--- src/rtl/mdio_arbiter.sv ---
// mdio_arbiter: round-robin sharing of one mdio_ctrl engine between N requesters.
// Define MDIO_ARB_TIMEOUT_EN to add a BUSY watchdog and the sticky timeout_flag output.
module mdio_arbiter #(
  parameter int N = 3,
  parameter int TIMEOUT = 65535
) (
  input  logic            clk,
  input  logic            rst,
  input  logic [N-1:0]    req_valid,
  input  logic [5*N-1:0]  req_phy_addr,
  input  logic [5*N-1:0]  req_reg_addr,
  input  logic [16*N-1:0] req_wdata,
  input  logic [2*N-1:0]  req_op,
  output logic [N-1:0]    req_ready,
  output logic [15:0]     req_rdata,
  output logic            req_error,
  output logic [N-1:0]    grant,
`ifdef MDIO_ARB_TIMEOUT_EN
  output logic            timeout_flag,
`endif
  output logic [4:0]      m_phy_addr,
  output logic [4:0]      m_reg_addr,
  output logic [15:0]     m_wdata,
  output logic [1:0]      m_op,
  output logic            m_valid,
  input  logic            m_ready,
  input  logic [15:0]     m_rdata,
  input  logic            m_error
);
  localparam int PW = (N > 1) ? $clog2(N) : 1;
  localparam logic [0:0] IDLE = 1'b0;
  localparam logic [0:0] BUSY = 1'b1;
  logic [0:0]    state;
  logic [PW-1:0] ptr, gidx, win_idx;
  logic          found, to_hit, done;
`ifdef MDIO_ARB_TIMEOUT_EN
  logic [15:0]   cnt;
  assign to_hit = (state == BUSY) && (cnt == 16'(TIMEOUT - 1));
`else
  assign to_hit = 1'b0;
`endif
  // first requester at or above the pointer, wrapping modulo N
  always_comb begin
    found = 1'b0;
    win_idx = '0;
    for (int k = 0; k < N; k++) begin
      if (!found && req_valid[(int'(ptr) + k) % N]) begin
        found = 1'b1;
        win_idx = PW'((int'(ptr) + k) % N);
      end
    end
  end
  assign done      = (state == BUSY) && (m_ready || to_hit);
  assign req_ready = grant & {N{done}};
  assign req_rdata = (state == BUSY && m_ready) ? m_rdata : 16'h0000;
  assign req_error = (state == BUSY) && (m_ready ? m_error : to_hit);
  always_ff @(posedge clk or posedge rst) begin
    if (rst) begin
      state      <= IDLE;
      ptr        <= '0;
      gidx       <= '0;
      grant      <= '0;
      m_valid    <= 1'b0;
      m_phy_addr <= '0;
      m_reg_addr <= '0;
      m_wdata    <= '0;
      m_op       <= '0;
    end else if (state == IDLE) begin
      if (found) begin
        state      <= BUSY;
        gidx       <= win_idx;
        grant      <= N'(1) << win_idx;
        m_valid    <= 1'b1;
        m_phy_addr <= req_phy_addr[5*win_idx +: 5];
        m_reg_addr <= req_reg_addr[5*win_idx +: 5];
        m_wdata    <= req_wdata[16*win_idx +: 16];
        m_op       <= req_op[2*win_idx +: 2];
      end
    end else if (done) begin
      state   <= IDLE;
      grant   <= '0;
      m_valid <= 1'b0;
      ptr     <= (gidx == PW'(N - 1)) ? '0 : gidx + PW'(1);
    end
  end
`ifdef MDIO_ARB_TIMEOUT_EN
  always_ff @(posedge clk or posedge rst) begin
    if (rst) begin
      cnt          <= '0;
      timeout_flag <= 1'b0;
    end else begin
      cnt          <= (state == BUSY) ? cnt + 16'd1 : 16'd0;
      timeout_flag <= timeout_flag | (to_hit && !m_ready);
    end
  end
`endif
endmodule

--- config.mk ---
export PLATFORM = sky130hd
export DESIGN_NAME = mdio_arbiter
export DESIGN_NICKNAME = d
export VERILOG_FILES = /design/src/rtl/mdio_arbiter.sv
export SDC_FILE = /design/constraint.sdc
export NUM_CORES = 1
export LEC_CHECK = 0
export CAP_MARGIN = 25
export CELL_PAD_IN_SITES_DETAIL_PLACEMENT = 2
export CELL_PAD_IN_SITES_GLOBAL_PLACEMENT = 2
export CORE_MARGIN = 4
export CORE_UTILIZATION = 22
export CTS_CLUSTER_SIZE = 30
export DETAILED_ROUTE_END_ITERATION = 10
export PLACE_DENSITY = 0.85
export RECOVER_POWER = 25
export SYNTH_ARGS = -nofsm -noshare
export SYNTH_HDL_FRONTEND = slang
export SYNTH_SLANG_ARGS = --single-unit
--- constraint.sdc ---
create_clock -name clk -period 5 [get_ports clk]
set_input_delay 1.5 -clock clk [delete_from_list [all_inputs] [get_ports clk]]
set_output_delay 1.5 -clock clk [all_outputs]
set_load 0.005 [all_outputs]
==> flow_summary_export.csv, run 1 <==
group,metric,value,unit
route,via_per_inst,4.749,
clock_network,root_buffer,"clkbuf_16",
grt,grt_pass1_wl,15460,µm
synthesis,synth_area_per_cell,9.897,µm²
die,core,0.01103,mm²
worst_setup_path,criticalPathCategory,"in2out",
route,top_layer,"met4",
placement,hpwl,7867,µm
route,wl_per_cell,17.91,µm
finish,nets,517,
clock_network,cts_inserted_buffers,5,
timing,clock.fmax,216.3,MHz
synthesis,synthArstFlopShare,1.000,
grt,antenna_found_initial,0,
worst_setup_path,startpoint_type,"input port",
finish,diodes,0,
synthesis,synth_cells,255,
route,vias,2593,
timing,maxSlewViolCount,38,
synthesis,syn_area,0.002524,mm²
synthesis,seq_area_frac_synth,0.3669,
timing,setup_viol,0,
route,route.met2.wl,5198,µm
synthesis,synthFlopType,"dfrtp_1",
clock_network,cts_resized,0,
clock_network,cts.clk_slew.worst_paths,50,ps
route,wl_met1,3603,µm
timing,tightestPinTransition,2163,ps
timing,fin_tns_setup,0,ps
synthesis,ys_warn_count,0,
die,row_count,38,
status,outcome,"finished with violations",
grt,grt_use_total,0.1473,
worst_setup_path,worst-path-max-fanout,22,
timing,rsz0062_at_grt,"no",
route,wirelength,9778,µm
timing,max_slew_margin,-0.4422,
timing,hold_violations,0,
timing,post-route-period-util,0.9245,
die,die_area,0.01325,mm²
die,io_pins,159,
route,drc,0,
finish,fillerInstances,1228,
synthesis,yosysTopAreaCell,"dfrtp_1",
clock_network,hold_buffers,0,
worst_setup_path,crit_arrival,3120,ps
die,die-width,115.1,µm
finish,layout-drive-gt1-share,0.1084,
clock_network,htreeDepth,2,
placement,placed_area,0.004167,mm²
die,die_y,115.1,µm
power,p_leak,1.800,nW
finish,final_area,0.004309,mm²
route,drt_iter0_markers,71,
synthesis,ys_top_cells_by_area,"dfrtp_1, mux2i_1, o211ai_2, nand3_1, nand2_1",
synthesis,syn_nets,366,
synthesis,synth_common_cells,"dfrtp_1, nand2_1, mux2i_1, nand3_1",
route,detail-route-antenna-nets,0,
power,powerDensity,586.5,mW/mm²
grt,grt_max_degree,38,
worst_setup_path,endpoint_kind,"output port",
timing,worst_clock_skew,9.018,ps
timing,period_minus_slack,4622,ps
placement,port-buffer-count,158,
route,drtPass1Iterations,4,
hold_path,hold_path.class,"reg2reg",
clock_network,cts_sinks,37,
worst_setup_path,cp.required,3500,ps
clock_network,cts_tree,"yes",
clock_network,cts.path.max_buffers,2,
run,drv_cap,1,
placement,gp_congestion,0.7801,
synthesis,ys_ff_latch,37,
route,met3_length,889,µm
power,total_power,0.002527,W
worst_setup_path,reg2reg_slack,2290,ps
clock_network,post_cts_buffers,0,
power,peakVddDrop,0.2275,mV
synthesis,yosysUniqueCellTypes,39,
synthesis,synth_edf_count,0,
die,initial_utilization,0.2288,
finish,areaGrowthSynthToFinish,70.75,%
grt,grt-ovfl-total,0,
clock_network,clk_latency,280,ps
status,violations,"capacitance limit, slew limit",
grt,grt_pass1_vias,3015,
synthesis,synth_top_cell_area_share,0.3669,
## through the flow
stage	hold WS [ps]	util	std cells	worst slack (ps)
finish	478.7	0.3907	546	377.6
global route	513.4	0.3907	546	251.0
CTS	485.0	0.3910	546	375.3
detailed placement	472.0	0.3777	539	380.1
global placement	460.4	0.3777	539	501.4
floorplan	447.6	-	255	1626
## registers in the layout, summed over array words and instances (netlist names)
register and flops:
m_reg_addr 5, ptr 2, gidx 2, m_valid 1, grant 3, m_wdata 16
state 1, m_phy_addr 5, m_op 2
## path summary, 6_finish.rpt
check / from / to / depth (start not counted)
max: m_ready / req_ready[1] / 3
min: m_valid$_DFFE_PP0P_ / m_valid$_DFFE_PP0P_ / 2
max reg2reg: ptr[1]$_DFFE_PP0P_ / m_wdata[8]$_DFFE_PP0P_ / 9
min reg2reg: m_valid$_DFFE_PP0P_ / m_valid$_DFFE_PP0P_ / 2
max in group asynchronous: rst / gidx[0]$_DFFE_PP0P_ / 3
min in group asynchronous: rst / m_phy_addr[4]$_DFFE_PP0P_ / 3
## critical path, cell delays in order
cell and delay, ps:
clkdlybuf4s50_1 850, and3_1 260, clkdlybuf4s50_1 510
## logic make-up (layout without fill, tap and decap cells)
| logic type | after synthesis | in the layout | synth area share |
|---|---|---|---|
| multiplexers | 33 | 33 | 0.1329 |
| flip-flops | 37 | 37 | 0.3669 |
| AND/OR/NAND/NOR | 104 | 104 | 0.2077 |
| buffers and inverters | 29 | 180 | 0.09172 |
| AO/OA/AOI/OAI | 48 | 48 | 0.1810 |
| adder cells (fa/ha/maj) | 4 | 4 | 0.01983 |
## power breakdown
part	internal, W	switching [W]	total (W)
Sequential	0.000455	0.000103	0.000558
Clock	0.000195	0.000120	0.000315
Combinational	0.000804	0.000850	0.00165
## final cells by class
class                      count  area (µm²)  area share
clock inverter                 1       7.507    0.001742
multi-input combinational    189        1394      0.3235
sequential                    37       925.9      0.2149
inverter                       6       22.52    0.005226
clock buffer                   6       138.9     0.03223
tap                          140       175.2     0.04065
timing repair buffer         167        1645      0.3818
## per-layer routing
layer / vias to the layer above / track usage
li1: 1224 / -
met4: 0 / 0.03208
met2: 108 / 0.2785
met1: 1251 / 0.1602
met3: 10 / 0.04579
met5: - / 0
## cell usage in the layout (no fill, tap or decap), types with 5 or more instances in the layout
| cell | synthesis | layout |
|---|---|---|
| clkdlybuf4s50_1 | 0 | 157 |
| nand2_1 | 37 | 37 |
| dfrtp_1 | 37 | 37 |
| mux2i_1 | 31 | 31 |
| nand3_1 | 30 | 30 |
| o211ai_2 | 20 | 20 |
| and3_1 | 20 | 20 |
| o211ai_1 | 9 | 9 |
| buf_4 | 2 | 8 |
| nor2_1 | 5 | 5 |
| clkbuf_16 | 0 | 5 |
No activity file was read; power rests on OpenSTA's default activity.
==> inputs of run 2 (changes only) <==
- ABC_CLOCK_PERIOD_IN_PS: not set -> 5000
- REMOVE_ABC_BUFFERS: not set -> 1
==> flow_summary_export.csv, run 2 (same netlist as run 1, synthesis figures left out) <==
group,metric,value,unit
placement,hpwl,7756,µm
route,wl_per_cell,18.12,µm
route,via_per_inst,4.785,
die,initial_utilization,0.2288,
grt,gr-usage-met3,0.05526,
finish,diodes,0,
hold_path,hold_depth,2,
grt,grt_pass1_wl,15810,µm
die,io_pins,159,
power,p_comb_frac,0.654,
worst_setup_path,crit_arrival,3130,ps
worst_setup_path,crit_slowest_cell,"clkdlybuf4s50_1",
worst_setup_path,critPathMaxStageDelay,850,ps
power,p_leak,1.795,nW
die,die_y,115.1,µm
clock_network,cts_tree,"yes",
worst_setup_path,criticalPathCategory,"in2out",
grt,grt_max_degree,38,
grt,grt.busiest_layer,"met2",
worst_setup_path,cp.required,3500,ps
die,die_area,0.01325,mm²
grt,grt_use_total,0.1493,
route,vias,2608,
status,violations,"capacitance limit, slew limit",
placement,port-buffer-count,158,
timing,rsz0062_at_grt,"no",
worst_setup_path,reg2reg_slack,2190,ps
grt,antenna_found_initial,0,
clock_network,hold_buffers,0,
die,row_count,38,
finish,areaGrowthSynthToFinish,70.45,%
power,seqPwrFrac,0.221,
timing,maxSlewViolCount,38,
placement,placed_area,0.004159,mm²
finish,nets,516,
route,detail-route-antenna-nets,0,
finish,final_area,0.004302,mm²
route,drc,0,
placement,preCtsSetupSlack,357.2,ps
finish,reg.largest.list,"m_wdata: 16 flops, m_phy_addr: 5 flops, m_reg_addr: 5 flops",
power,peakVddDrop,0.2340,mV
finish,fillerInstances,1205,
route,wirelength,9874,µm
worst_setup_path,worstRegToRegCells,8,
worst_setup_path,critPathBufInv,2,
timing,setup_viol,0,
clock_network,post_cts_buffers,0,
timing,clock.fmax,215.9,MHz
power,powerDensity,587.9,mW/mm²
timing,period_minus_slack,4631,ps
finish,layout-drive-gt1-share,0.1062,
worst_setup_path,cp.depth,3,
grt,met1_usage,0.1714,
timing,worst_clock_skew,8.879,ps
worst_setup_path,startpoint_type,"input port",
power,clkPwrFrac,0.125,
finish,top_register,"m_wdata",
grt,met2_usage,0.2728,
run,drv_cap,1,
worst_setup_path,endpoint_kind,"output port",
die,die-width,115.1,µm
clock_network,clk_latency,280,ps
worst_setup_path,worst-path-max-fanout,22,
clock_network,cts.path.max_buffers,2,
worst_setup_path,crit_chain,"clkdlybuf4s50_1 > and3_1 > clkdlybuf4s50_1",
timing,max_slew_margin,-0.4229,
hold_path,hold_path.class,"reg2reg",
route,drtPass1Iterations,4,
finish,layout_commonest_cell,"clkdlybuf4s50_1",
worst_setup_path,crit_top_cell,"clkdlybuf4s50_1",
clock_network,htreeDepth,2,
finish,final_cells,545,
status,outcome,"finished with violations",
clock_network,cts_resized,0,
finish,final_cell_mix,"clkdlybuf4s50_1, nand2_1, dfrtp_1",
clock_network,cts_sinks,37,
grt,grt_pass1_vias,2978,
clock_network,cts_inserted_buffers,5,
power,switchingPower,0.001082,W
placement,gp_congestion,0.7704,
timing,tightestPinTransition,2134,ps
timing,hold_violations,0,
timing,post-route-period-util,0.9262,
worst_setup_path,cp_top_family,"buffers and inverters",
power,p_int,0.001447,W
clock_network,root_buffer,"clkbuf_16",
clock_network,cts.clk_slew.worst_paths,60,ps
timing,fin_tns_setup,0,ps
timing,whs,480.2,ps
die,core,0.01103,mm²
route,drt_iter0_markers,37,
power,switching_share,0.4279,
finish,largest_reg_flops,16,
timing,worst_slack,368.9,ps
placement,placed_cells,538,
grt,grt-ovfl-total,0,
run 2: stage by stage:
stage	total power [W]	utilization
global route	0.002768	0.3900
detailed placement	0.002263	0.3770
finish	0.002529	0.3900
global placement	0.002198	0.3770
floorplan	0.001498	-
CTS	0.002597	0.3903
run 2: area by class of cell:
cell class | instances | area, µm² | area share
Clock buffer | 6 | 138.9 | 0.03229
Multi-Input combinational cell | 189 | 1394 | 0.3240
Sequential cell | 37 | 925.9 | 0.2152
Inverter | 6 | 22.52 | 0.005236
Clock inverter | 1 | 7.507 | 0.001745
Timing Repair Buffer | 166 | 1638 | 0.3807
Tap cell | 140 | 175.2 | 0.04072
run 2: final timing paths:
kind                                startpoint                 endpoint
min in group asynchronous                  rst  m_wdata[10]$_DFFE_PP0P_
hold reg to reg            m_valid$_DFFE_PP0P_      m_valid$_DFFE_PP0P_
max in group asynchronous                  rst   m_wdata[5]$_DFFE_PP0P_
hold / removal             m_valid$_DFFE_PP0P_      m_valid$_DFFE_PP0P_
setup / recovery                       m_ready            req_rdata[13]
setup reg to reg            ptr[1]$_DFFE_PP0P_     grant[0]$_DFFE_PP0P_
run 2: worst register-to-register path: cells and delay by family, from the launching register on:
kind                       cells  cell delay (ps)
AOI/OAI and AO/OA              3              930
adders and majority gates      1              360
buffers and inverters          2              500
DFF                            1              410
muxes                          1              410
and+or+nand+nor                1               90
run 2: per-layer routing:
metal | vias to the layer above | share of wire | wire [µm]
met3 | 2 | 0.091 | 902
met4 | 0 | 0.0031 | 31
met1 | 1287 | 0.40 | 3972
met5 | - | 0 | 0
met2 | 101 | 0.50 | 4967
li1 | 1218 | - | -
run 2: power groups by stage:
stage               logic [W]  registers (W)  clock network [W]
finish                0.00165       0.000558           0.000317
global route          0.00184       0.000583           0.000347
CTS                   0.00170       0.000562           0.000334
detailed placement    0.00170       0.000566                  0
global placement      0.00165       0.000551                  0
floorplan            0.000945       0.000553                  0
==> inputs of run 3 (changes only) <==
- GPL_ROUTABILITY_DRIVEN: not set -> 0
==> results of run 3 <==
The final DEF is identical to that of run 2; final timing and power are the same.
